[config.mk]
export PLATFORM = sky130hd
export DESIGN_NAME = mat_mul_stream
export DESIGN_NICKNAME = d
export VERILOG_FILES = /design/src/rtl/mat_mul_stream_pkg.sv /design/src/rtl/mat_mul_stream_sdp_ram.sv /design/src/rtl/mat_mul_stream.sv
export SDC_FILE = /design/constraint.sdc
export NUM_CORES = 2
export LEC_CHECK = 0
export BUFFER_PORTS_ARGS = -buffer_cell sky130_fd_sc_hd__clkbuf_2
export CAP_MARGIN = 20
export CORE_ASPECT_RATIO = 0.5
export CORE_UTILIZATION = 65
export CTS_CLUSTER_SIZE = 40
export DETAILED_ROUTE_END_ITERATION = 12
export PLACE_DENSITY = 0.82
export SKIP_CTS_REPAIR_TIMING = 1
export SLEW_MARGIN = 10
export SYNTH_ARGS = -nofsm -noshare
export SYNTH_HDL_FRONTEND = slang
export SYNTH_SLANG_ARGS = --single-unit
[constraint.sdc]
create_clock -name s00_axi_aclk -period 13.2 [get_ports s00_axi_aclk]
set_clock_uncertainty 0.05 [all_clocks]
set_input_delay 0.66 -clock s00_axi_aclk [delete_from_list [all_inputs] [get_ports s00_axi_aclk]]
set_output_delay 0.66 -clock s00_axi_aclk [all_outputs]
set_load 0.05 [all_outputs]
[src/rtl/mat_mul_stream_pkg.sv]
// mat_mul_pkg: shared states, defaults and address helper for mat_mul_stream.
package mat_mul_pkg;
    localparam int DEF_DIM_LOG = 1;
    localparam int DEF_DATA_WIDTH = 32;
    typedef enum logic [1:0] {IDLE, LOAD, COMPUTE, DRAIN} state_t;
    function automatic logic [9:0] idx2addr(input logic [4:0] hi, input logic [4:0] lo, input int dim_log);
        return (10'(hi) << dim_log) | 10'(lo);
    endfunction
endpackage

[src/rtl/mat_mul_stream_sdp_ram.sv]
// sdp_ram: simple dual-port RAM, synchronous write and 1-cycle synchronous read, no reset.
module sdp_ram #(
    parameter int AW = 2,
    parameter int DW = 32
) (
    input  logic          s00_axi_aclk,
    input  logic          we,
    input  logic [AW-1:0] wa,
    input  logic [DW-1:0] wd,
    input  logic [AW-1:0] ra,
    output logic [DW-1:0] rd
);
    logic [DW-1:0] mem [2**AW];
    always_ff @(posedge s00_axi_aclk) begin
        if (we) mem[wa] <= wd;
        rd <= mem[ra];
    end
endmodule

[src/rtl/mat_mul_stream.sv]
// mat_mul_stream: AXI-Stream DIM x DIM matrix multiplier with persistent operands,
// a 3-stage single-MAC datapath and a skid-buffered result stream.
module mat_mul_stream
    import mat_mul_pkg::*;
#(
    parameter int DIM_LOG = DEF_DIM_LOG,
    parameter int DATA_WIDTH = DEF_DATA_WIDTH,
    parameter int DIM = 2**DIM_LOG,
    parameter int SIZE = DIM*DIM,
    parameter int SIZE_LOG = 2*DIM_LOG,
    parameter int ACC_WIDTH = 2*DATA_WIDTH+DIM_LOG
) (
    input  logic                    s00_axi_aclk,
    input  logic                    s00_axi_aresetn,
    output logic                    s00_axis_tready,
    input  logic [DATA_WIDTH-1:0]   s00_axis_tdata,
    input  logic                    s00_axis_tlast,
    input  logic                    s00_axis_tvalid,
    output logic                    m00_axis_tvalid,
    output logic [DATA_WIDTH-1:0]   m00_axis_tdata,
    output logic [DATA_WIDTH/8-1:0] m00_axis_tstrb,
    output logic                    m00_axis_tlast,
    input  logic                    m00_axis_tready,
    input  logic                    sel,
    input  logic                    start,
    output logic                    busy,
    output logic                    done,
    output logic                    err_len
);
    localparam logic [SIZE_LOG:0] SZ = (SIZE_LOG+1)'(SIZE);
    localparam logic [SIZE_LOG:0] SZ_M1 = (SIZE_LOG+1)'(SIZE-1);
    localparam logic [DIM_LOG-1:0] DMAX = '1;
    state_t state, state_nxt;
    logic rdy_en, start_q, start_rise, beat, tgt, sel_q, wr_ok;
    logic [SIZE_LOG:0] ld_cnt, beat_idx, rd_cnt;
    logic [DIM_LOG-1:0] r, c, k;
    logic iss, iss_done, iss_fin, v1, first1, last1, fin1, wr2, fin2;
    logic [SIZE_LOG-1:0] a_ra, b_ra, rc_addr, addr1, addr2;
    logic [ACC_WIDTH-1:0] acc;
    logic [DATA_WIDTH-1:0] a_rd, b_rd, r_rd, od, sd;
    logic rd_iss, rdv, rdl, ov, ol, sv, sl, pop, hold;
    assign s00_axis_tready = rdy_en && (state == IDLE || state == LOAD);
    assign beat = s00_axis_tvalid && s00_axis_tready;
    assign start_rise = start && !start_q;
    assign beat_idx = (state == IDLE) ? '0 : ld_cnt;
    assign tgt = (state == IDLE) ? sel : sel_q;
    assign wr_ok = beat && (beat_idx < SZ);
    assign iss = (state == COMPUTE) && !iss_done;
    assign iss_fin = (r == DMAX) && (c == DMAX) && (k == DMAX);
    assign a_ra = SIZE_LOG'(idx2addr(5'(r), 5'(k), DIM_LOG));
    assign b_ra = SIZE_LOG'(idx2addr(5'(k), 5'(c), DIM_LOG));
    assign rc_addr = SIZE_LOG'(idx2addr(5'(r), 5'(c), DIM_LOG));
    assign pop = ov && m00_axis_tready;
    assign hold = ov && !pop;
    // Issue a read only if the output/skid pair can absorb it next cycle.
    assign rd_iss = (state == DRAIN) && (rd_cnt < SZ) && !(hold && sv) && !(hold && rdv) && !(sv && rdv);
    assign m00_axis_tvalid = ov;
    assign m00_axis_tdata = od;
    assign m00_axis_tlast = ov && ol;
    assign m00_axis_tstrb = '1;
    always_ff @(posedge s00_axi_aclk or negedge s00_axi_aresetn)
        if (!s00_axi_aresetn) state <= IDLE;
        else state <= state_nxt;
    always_comb begin
        state_nxt = state;
        busy = state != IDLE;
        case (state)
            IDLE:    state_nxt = beat ? (s00_axis_tlast ? IDLE : LOAD) : (start_rise ? COMPUTE : IDLE);
            LOAD:    state_nxt = (beat && s00_axis_tlast) ? IDLE : LOAD;
            COMPUTE: state_nxt = fin2 ? DRAIN : COMPUTE;
            DRAIN:   state_nxt = (pop && ol) ? IDLE : DRAIN;
            default: state_nxt = IDLE;
        endcase
    end
    always_ff @(posedge s00_axi_aclk or negedge s00_axi_aresetn)
        if (!s00_axi_aresetn) begin
            {rdy_en, start_q, sel_q, done, err_len, iss_done} <= '0;
            {r, c, k, ld_cnt, rd_cnt} <= '0;
            {v1, first1, last1, fin1, wr2, fin2, addr1, addr2, acc} <= '0;
            {rdv, rdl, ov, ol, sv, sl, od, sd} <= '0;
        end else begin
            rdy_en <= 1'b1;
            start_q <= start;
            if (beat) ld_cnt <= (beat_idx == SZ) ? SZ : beat_idx + 1'b1;
            if (beat && state == IDLE) sel_q <= sel;
            if (beat && state == IDLE) err_len <= 1'b0;
            if (beat && s00_axis_tlast) err_len <= beat_idx != SZ_M1;
            if (state == IDLE && (beat || start_rise)) done <= 1'b0;
            if (pop && ol) done <= 1'b1;
            if (state != COMPUTE) begin
                {r, c, k, iss_done} <= '0;
            end else if (!iss_done) begin
                k <= k + 1'b1;
                if (k == DMAX) c <= c + 1'b1;
                if (k == DMAX && c == DMAX) r <= r + 1'b1;
                iss_done <= iss_fin;
            end
            v1 <= iss;
            first1 <= k == '0;
            last1 <= k == DMAX;
            fin1 <= iss && iss_fin;
            addr1 <= rc_addr;
            if (v1) acc <= (first1 ? '0 : acc) + ACC_WIDTH'(a_rd) * ACC_WIDTH'(b_rd);
            wr2 <= v1 && last1;
            fin2 <= fin1;
            addr2 <= addr1;
            if (state != DRAIN) rd_cnt <= '0;
            else if (rd_iss) rd_cnt <= rd_cnt + 1'b1;
            rdv <= rd_iss;
            rdl <= rd_iss && rd_cnt == SZ_M1;
            if (!ov || pop) begin
                if (sv) begin
                    {ov, od, ol} <= {1'b1, sd, sl};
                    {sv, sd, sl} <= {rdv, r_rd, rdl};
                end else begin
                    ov <= rdv;
                    if (rdv) {od, ol} <= {r_rd, rdl};
                end
            end else if (rdv) begin
                {sv, sd, sl} <= {1'b1, r_rd, rdl};
            end
        end
    sdp_ram #(.AW(SIZE_LOG), .DW(DATA_WIDTH)) u_ram_a (
        .s00_axi_aclk(s00_axi_aclk), .we(wr_ok && !tgt), .wa(SIZE_LOG'(beat_idx)),
        .wd(s00_axis_tdata), .ra(a_ra), .rd(a_rd)
    );
    sdp_ram #(.AW(SIZE_LOG), .DW(DATA_WIDTH)) u_ram_b (
        .s00_axi_aclk(s00_axi_aclk), .we(wr_ok && tgt), .wa(SIZE_LOG'(beat_idx)),
        .wd(s00_axis_tdata), .ra(b_ra), .rd(b_rd)
    );
    sdp_ram #(.AW(SIZE_LOG), .DW(DATA_WIDTH)) u_ram_r (
        .s00_axi_aclk(s00_axi_aclk), .we(wr2), .wa(addr2),
        .wd(acc[DATA_WIDTH-1:0]), .ra(rd_cnt[SIZE_LOG-1:0]), .rd(r_rd)
    );
endmodule
Word-level counts from Yosys, hierarchy flattened
Memories as Yosys holds them, arrays and structs flattened. A register that Yosys moved wholly into a read port is not among the register bits.
Index checks and enable logic that the tools add are counted.
Storage, ports and cells
  register bits: 162
  memory bits (writable): 384
  input bits: 39
  output and inout port bits: 42
  memories: 3
Cells by class
  add/subtract/negate cells: 6
  multiply operators: 1
  magnitude comparators: 2
  eq/ne operators: 10
  multiplexer cells: 45
  bitwise gates (word level): 4
  reductions and logical operators: 51
Memories
  u_ram_a.mem: depth 4, width 32, read ports 1, clocked after memory_dff 1, write ports 1, line mat_mul_stream_sdp_ram.sv:13  | logic [DW-1:0] mem [2**AW];
  u_ram_b.mem: depth 4, width 32, read ports 1, clocked after memory_dff 1, write ports 1, line mat_mul_stream_sdp_ram.sv:13
  u_ram_r.mem: depth 4, width 32, read ports 1, clocked after memory_dff 1, write ports 1, line mat_mul_stream_sdp_ram.sv:13
Operators with widths (number)
  $mux 32: 4
  $add 65x64->65: 1
  $mux 65: 1
  $mul 32x32->64: 1
  $mux 1: 32
  $logic_and 1x1->1: 27
  $reduce_bool 2->1: 8
  $mux 3: 4
  $logic_not 1->1: 8
  $pmux 2 s4: 1
  $reduce_and 2->1: 4
  $add 3x1->3 const B: 2
  $lt 3x3->1 const B: 2
  $mux 2: 3
  $ne 2x2->1 const B: 3
  $or 2x1->2: 3
  $eq 2x2->1 const B: 2
  $add 1x1->1 const B: 3
  $eq 3x2->1 const B: 1
  $eq 3x3->1 const B: 1
  $logic_or 1x1->1: 3
  $ne 3x2->1 const B: 1
  $eq 2x1->1 const B: 1
  $logic_not 2->1: 1
  2 further kinds: 2

Logic depth before layout (Yosys ltp)
  word-level depth: 10
  depth in mapped cells: 30
  depth with buffers taken out: 27

Cells and area by module
Synthesis repeated with hierarchy kept, for this count alone.
Unflattened totals
  cells, all modules: 2929
  area total of the unflattened synthesis: 38137.8 um2
Modules (own cells, without submodules)
  mat_mul_stream: instances 1, cells an instance 2320, area each 22147.5 um2
  sdp_ram: instances 3, cells an instance 203, area each 5330.1 um2

Least setup slack after synthesis
Ideal clock, no wire load.
  path type: register to register
  start point: reg first1
  end point: reg acc[28]
  arrival time: 6.793 ns
  slack: 6.232 ns
  stages on the path, launching flop included: 26
  path buffers: 1
  cell sequence: dfrtp_1 -> clkbuf_1 -> nor2b_1 -> fa_1 -> inv_1 -> fa_1 -> inv_1 -> fa_1 -> inv_1 -> fa_1 -> inv_1 -> fa_1 -> fa_1 -> fa_1 -> inv_1 -> fa_1 -> inv_1 -> ha_1 -> a21oi_2 -> nand2_1 -> a21o_1 -> a31o_2 -> a221o_1 -> a21oi_2 -> xnor2_1 -> mux2_4
On the way
  longest elaborated chain between the ends: 2
Ends and longest elaborated chain
  from (decl): line mat_mul_stream.sv:37  | logic iss, iss_done, iss_fin, v1, first1, last1, fin1, wr2, fin2;
  from (signal assigned): line mat_mul_stream.sv:79  | {v1, first1, last1, fin1, wr2, fin2, addr1, addr2, acc} <= '0;
  from (signal assigned): line mat_mul_stream.sv:99  | first1 <= k == '0;
  $mux 65: line mat_mul_stream.sv:103  | if (v1) acc <= (first1 ? '0 : acc) + ACC_WIDTH'(a_rd) * ACC_WIDTH'(b_rd);
  $add 65x64->65: line mat_mul_stream.sv:103
  to (signal assigned): line mat_mul_stream.sv:103
  to (decl): line mat_mul_stream.sv:39  | logic [ACC_WIDTH-1:0] acc;
Every way passes these cells.
A chain may end at the register's enable or synchronous reset.

Worst setup path after layout
Same ends and word-level chain as after synthesis.

==> impl_metrics.json <==
{
  "cts_buffers": 51,
  "critical_path.endpoint_type": "flip-flop",
  "die_x_um": 344,
  "multiInputGateArea_sq_um": 19000,
  "synth_simple_gate_area_share_pct": 10.0,
  "fin_crit_sh_pct": 59.3,
  "timing.fmax_ghz": 0.128,
  "grtUsageTotal_pct": 29.3,
  "netlist_area_sq_um": 38000,
  "setup_tns_ps": 0,
  "hold_viol_final": 0,
  "synth_top_family_by_area": "adder cells",
  "overflow": 0,
  "met3_length_mm": 7.24,
  "clockBufferDepth": 3,
  "netlist_instances": 2919,
  "final_nets": 3572,
  "place_hpwl_mm": 57.1,
  "place_inst": 3677,
  "cp-start-kind": "flip-flop",
  "path_class": "flip-flop to flip-flop",
  "holdPathStages": 1,
  "vias": 21900,
  "clock-root-buffer": "clkbuf_16",
  "synth_warnings": 0,
  "setup_viol": 0,
  "synth.avg_cell_area_sq_um": 13.0,
  "drc": 0,
  "highest_layer": "met5",
  "yosysMostFrequentCell": "inv_1",
  "num_antenna_cells": 0,
  "drive_gt1_share_pct": 12.6,
  "cp_num_buf_inv": 6,
  "maxSlewViolCount": 0,
  "synthArstFlopShare_pct": 21.2,
  "met1_length_mm": 35.9,
  "yosysSeqAreaShare_pct": 43.9,
  "yosysTopAreaCell": "edfxtp_1",
  "via_per_inst": 5.80,
  "grt_first_pass_wirelength_mm": 132,
  "grt_start_max_net_pins": 75,
  "fp.dieH_um": 173,
  "stdcell_count": 3775,
  "finalCriticalPeriod_ps": 7830,
  "synthAdderAreaFrac_pct": 27.4,
  "cp.arrival_ps": 8240,
  "grt_pass1_vias": 23500,
  "synth_edf_count": 384,
  "synth.distinct_cells": 58,
  "status": "complete, no violations",
  "insertion_delay_ps": 620,
  "ys_top_cells_by_area": "edfxtp_1 30%, fa_1 23%, dfrtp_1 8.5%",
  "cp_cell_sequence": "nor2b_1, fa_1, inv_1, fa_1, inv_1, fa_1, inv_1, fa_1, inv_1, fa_1, fa_1, fa_1, inv_1, fa_1, inv_1, ha_1, a21oi_2, nand2_1, a21o_1, a31o_2, a221o_1, a21oi_2, xnor2_1, mux2_4",
  "cts_tree": "built",
  "rsz0062_at_grt": "false",
  "dieArea_sq_um": 59500,
  "path_clk_slew_ps": 70,
  "n_fill_cell": 3719,
  "slew_headroom_pct": 28.6,
  "hold_class": "primary input to flip-flop",
  "synth_xor_area_share_pct": 1.98,
  "crit_top_cell": "fa_1",
  "num_io_pins": 81,
  "port-buffer-count": 76,
  "drt_iter0_drc": 2081,
  "cap_violations": 0,
  "cts.htree.levels": 2,
  "critical-path-slowest-cell": "dfrtp_1",
  "reg2reg_depth": 24,
  "crit_cells": 24,
  "place.gp.congestion": 0.934,
  "drt_wl_total_mm": 82.8,
  "synthFlopType": "edfxtp_1",
  "regArea_sq_um": 16700,
  "synth_common_cells": "496 x inv_1, 438 x fa_1, 398 x and2_1",
  "ant_nets": 0,
  "start_util_pct": 66.1,
  "met2_length_mm": 37.9,
  "synth_top_cell_area_share_pct": 30.3,
  "wl_per_cell_um": 21.9,
  "rows": 62,
  "critPathTopFamily": "adder cells",
  "slowest_delay_ps": 1040,
  "antenna_found_initial": 4,
  "required_ps": 13610,
  "syn2layout_area_growth_pct": 7.95,
  "path_max_fanout": 32,
  "core_sq_um": 57600,
  "worstMarginPinSlew_ps": 1070,
  "clock_sink_count": 609,
  "synthMuxAreaShare_pct": 8.40,
  "dr.pass1.iters": 6,
  "ys_ff_latch": 609,
  "synth_compound_area_share_pct": 2.07
}
[cell type report]
class                           instances  share of cell area (%)
Clock buffer                           72                    3.68
Clock inverter                         24                   0.637
Inverter                              497                    4.54
Multi-Input combinational cell       1684                    46.3
Sequential cell                       609                    40.7
Tap cell                              768                    2.34
Timing Repair Buffer                  121                    1.85
[routing by layer]
| metal | up-vias | global-route usage, % |
|---|---|---|
| met5 | - | 0 |
| met3 | 144 | 6.37 |
| li1 | 9428 | - |
| met2 | 911 | 44.4 |
| met4 | 2 | 6.77 |
| met1 | 11400 | 44.0 |
[registers in the layout (all words and copies together) (netlist names), 2 cells and up]
register        flops
addr2               2
u_ram_r.mem       128
sd                 32
u_ram_b.rd         32
addr1               2
m00_axis_tdata     32
u_ram_r.rd         32
u_ram_b.mem       128
acc                32
u_ram_a.rd         32
u_ram_a.mem       128
ld_cnt              3
state               2
rd_cnt              3
[cell usage in the layout, fill, tap and decap left out, types with 7 or more instances in the layout]
cell	instances
a21oi_1	67
nor3_1	9
inv_1	496
buf_4	42
nand2b_1	17
clkbuf_2	75
mux2i_1	33
edfxtp_1	384
a21o_1	12
xnor2_1	67
xor2_1	19
and2_1	398
ha_1	131
mux2_2	60
fa_1	438
clkbuf_1	10
dfrtp_1	125
nand3_1	7
clkbuf_8	7
nor2b_1	20
nor2_1	57
clkinv_2	11
dfxtp_1	96
clkbuf_16	55
mux4_2	96
o21ai_0	11
nand2_1	169
[final timing paths]
kind	from	end	slack (ps)
max	first1	acc[28]	5370
min	start	start_q	160
max reg2reg	first1	acc[28]	5370
min reg2reg	fin1	fin2	300
max in group asynchronous	s00_axi_aresetn	sd[17]	11220
min in group asynchronous	s00_axi_aresetn	ld_cnt[2]	520
[cell families (layout without fill, tap and decap cells)]
family	count (synthesis)	after routing
compound gates	131	131
mux	191	191
xor+xnor	86	86
simple gates	702	702
other cells	1	5
fa+ha+maj	569	569
buf+inv	630	714
flops	609	609
[per-stage QoR]
step           hold slack [ps]  worst slack [ps]  cell area [sq um]  utilization [%]
2_1_floorplan              281              6230              38000                -
3_3_place_gp               283              5570              39200             68.1
3_5_place_dp               286              5420              39200             68.2
4_1_cts                  -45.7              5410              41000             71.3
5_1_grt                    124              5020              41000             71.3
6_report                   157              5370              41000             71.3
Power is left out: the tool's default activity adds up to more than one toggle a clock period on the data nets, which glitch-free logic cannot reach.
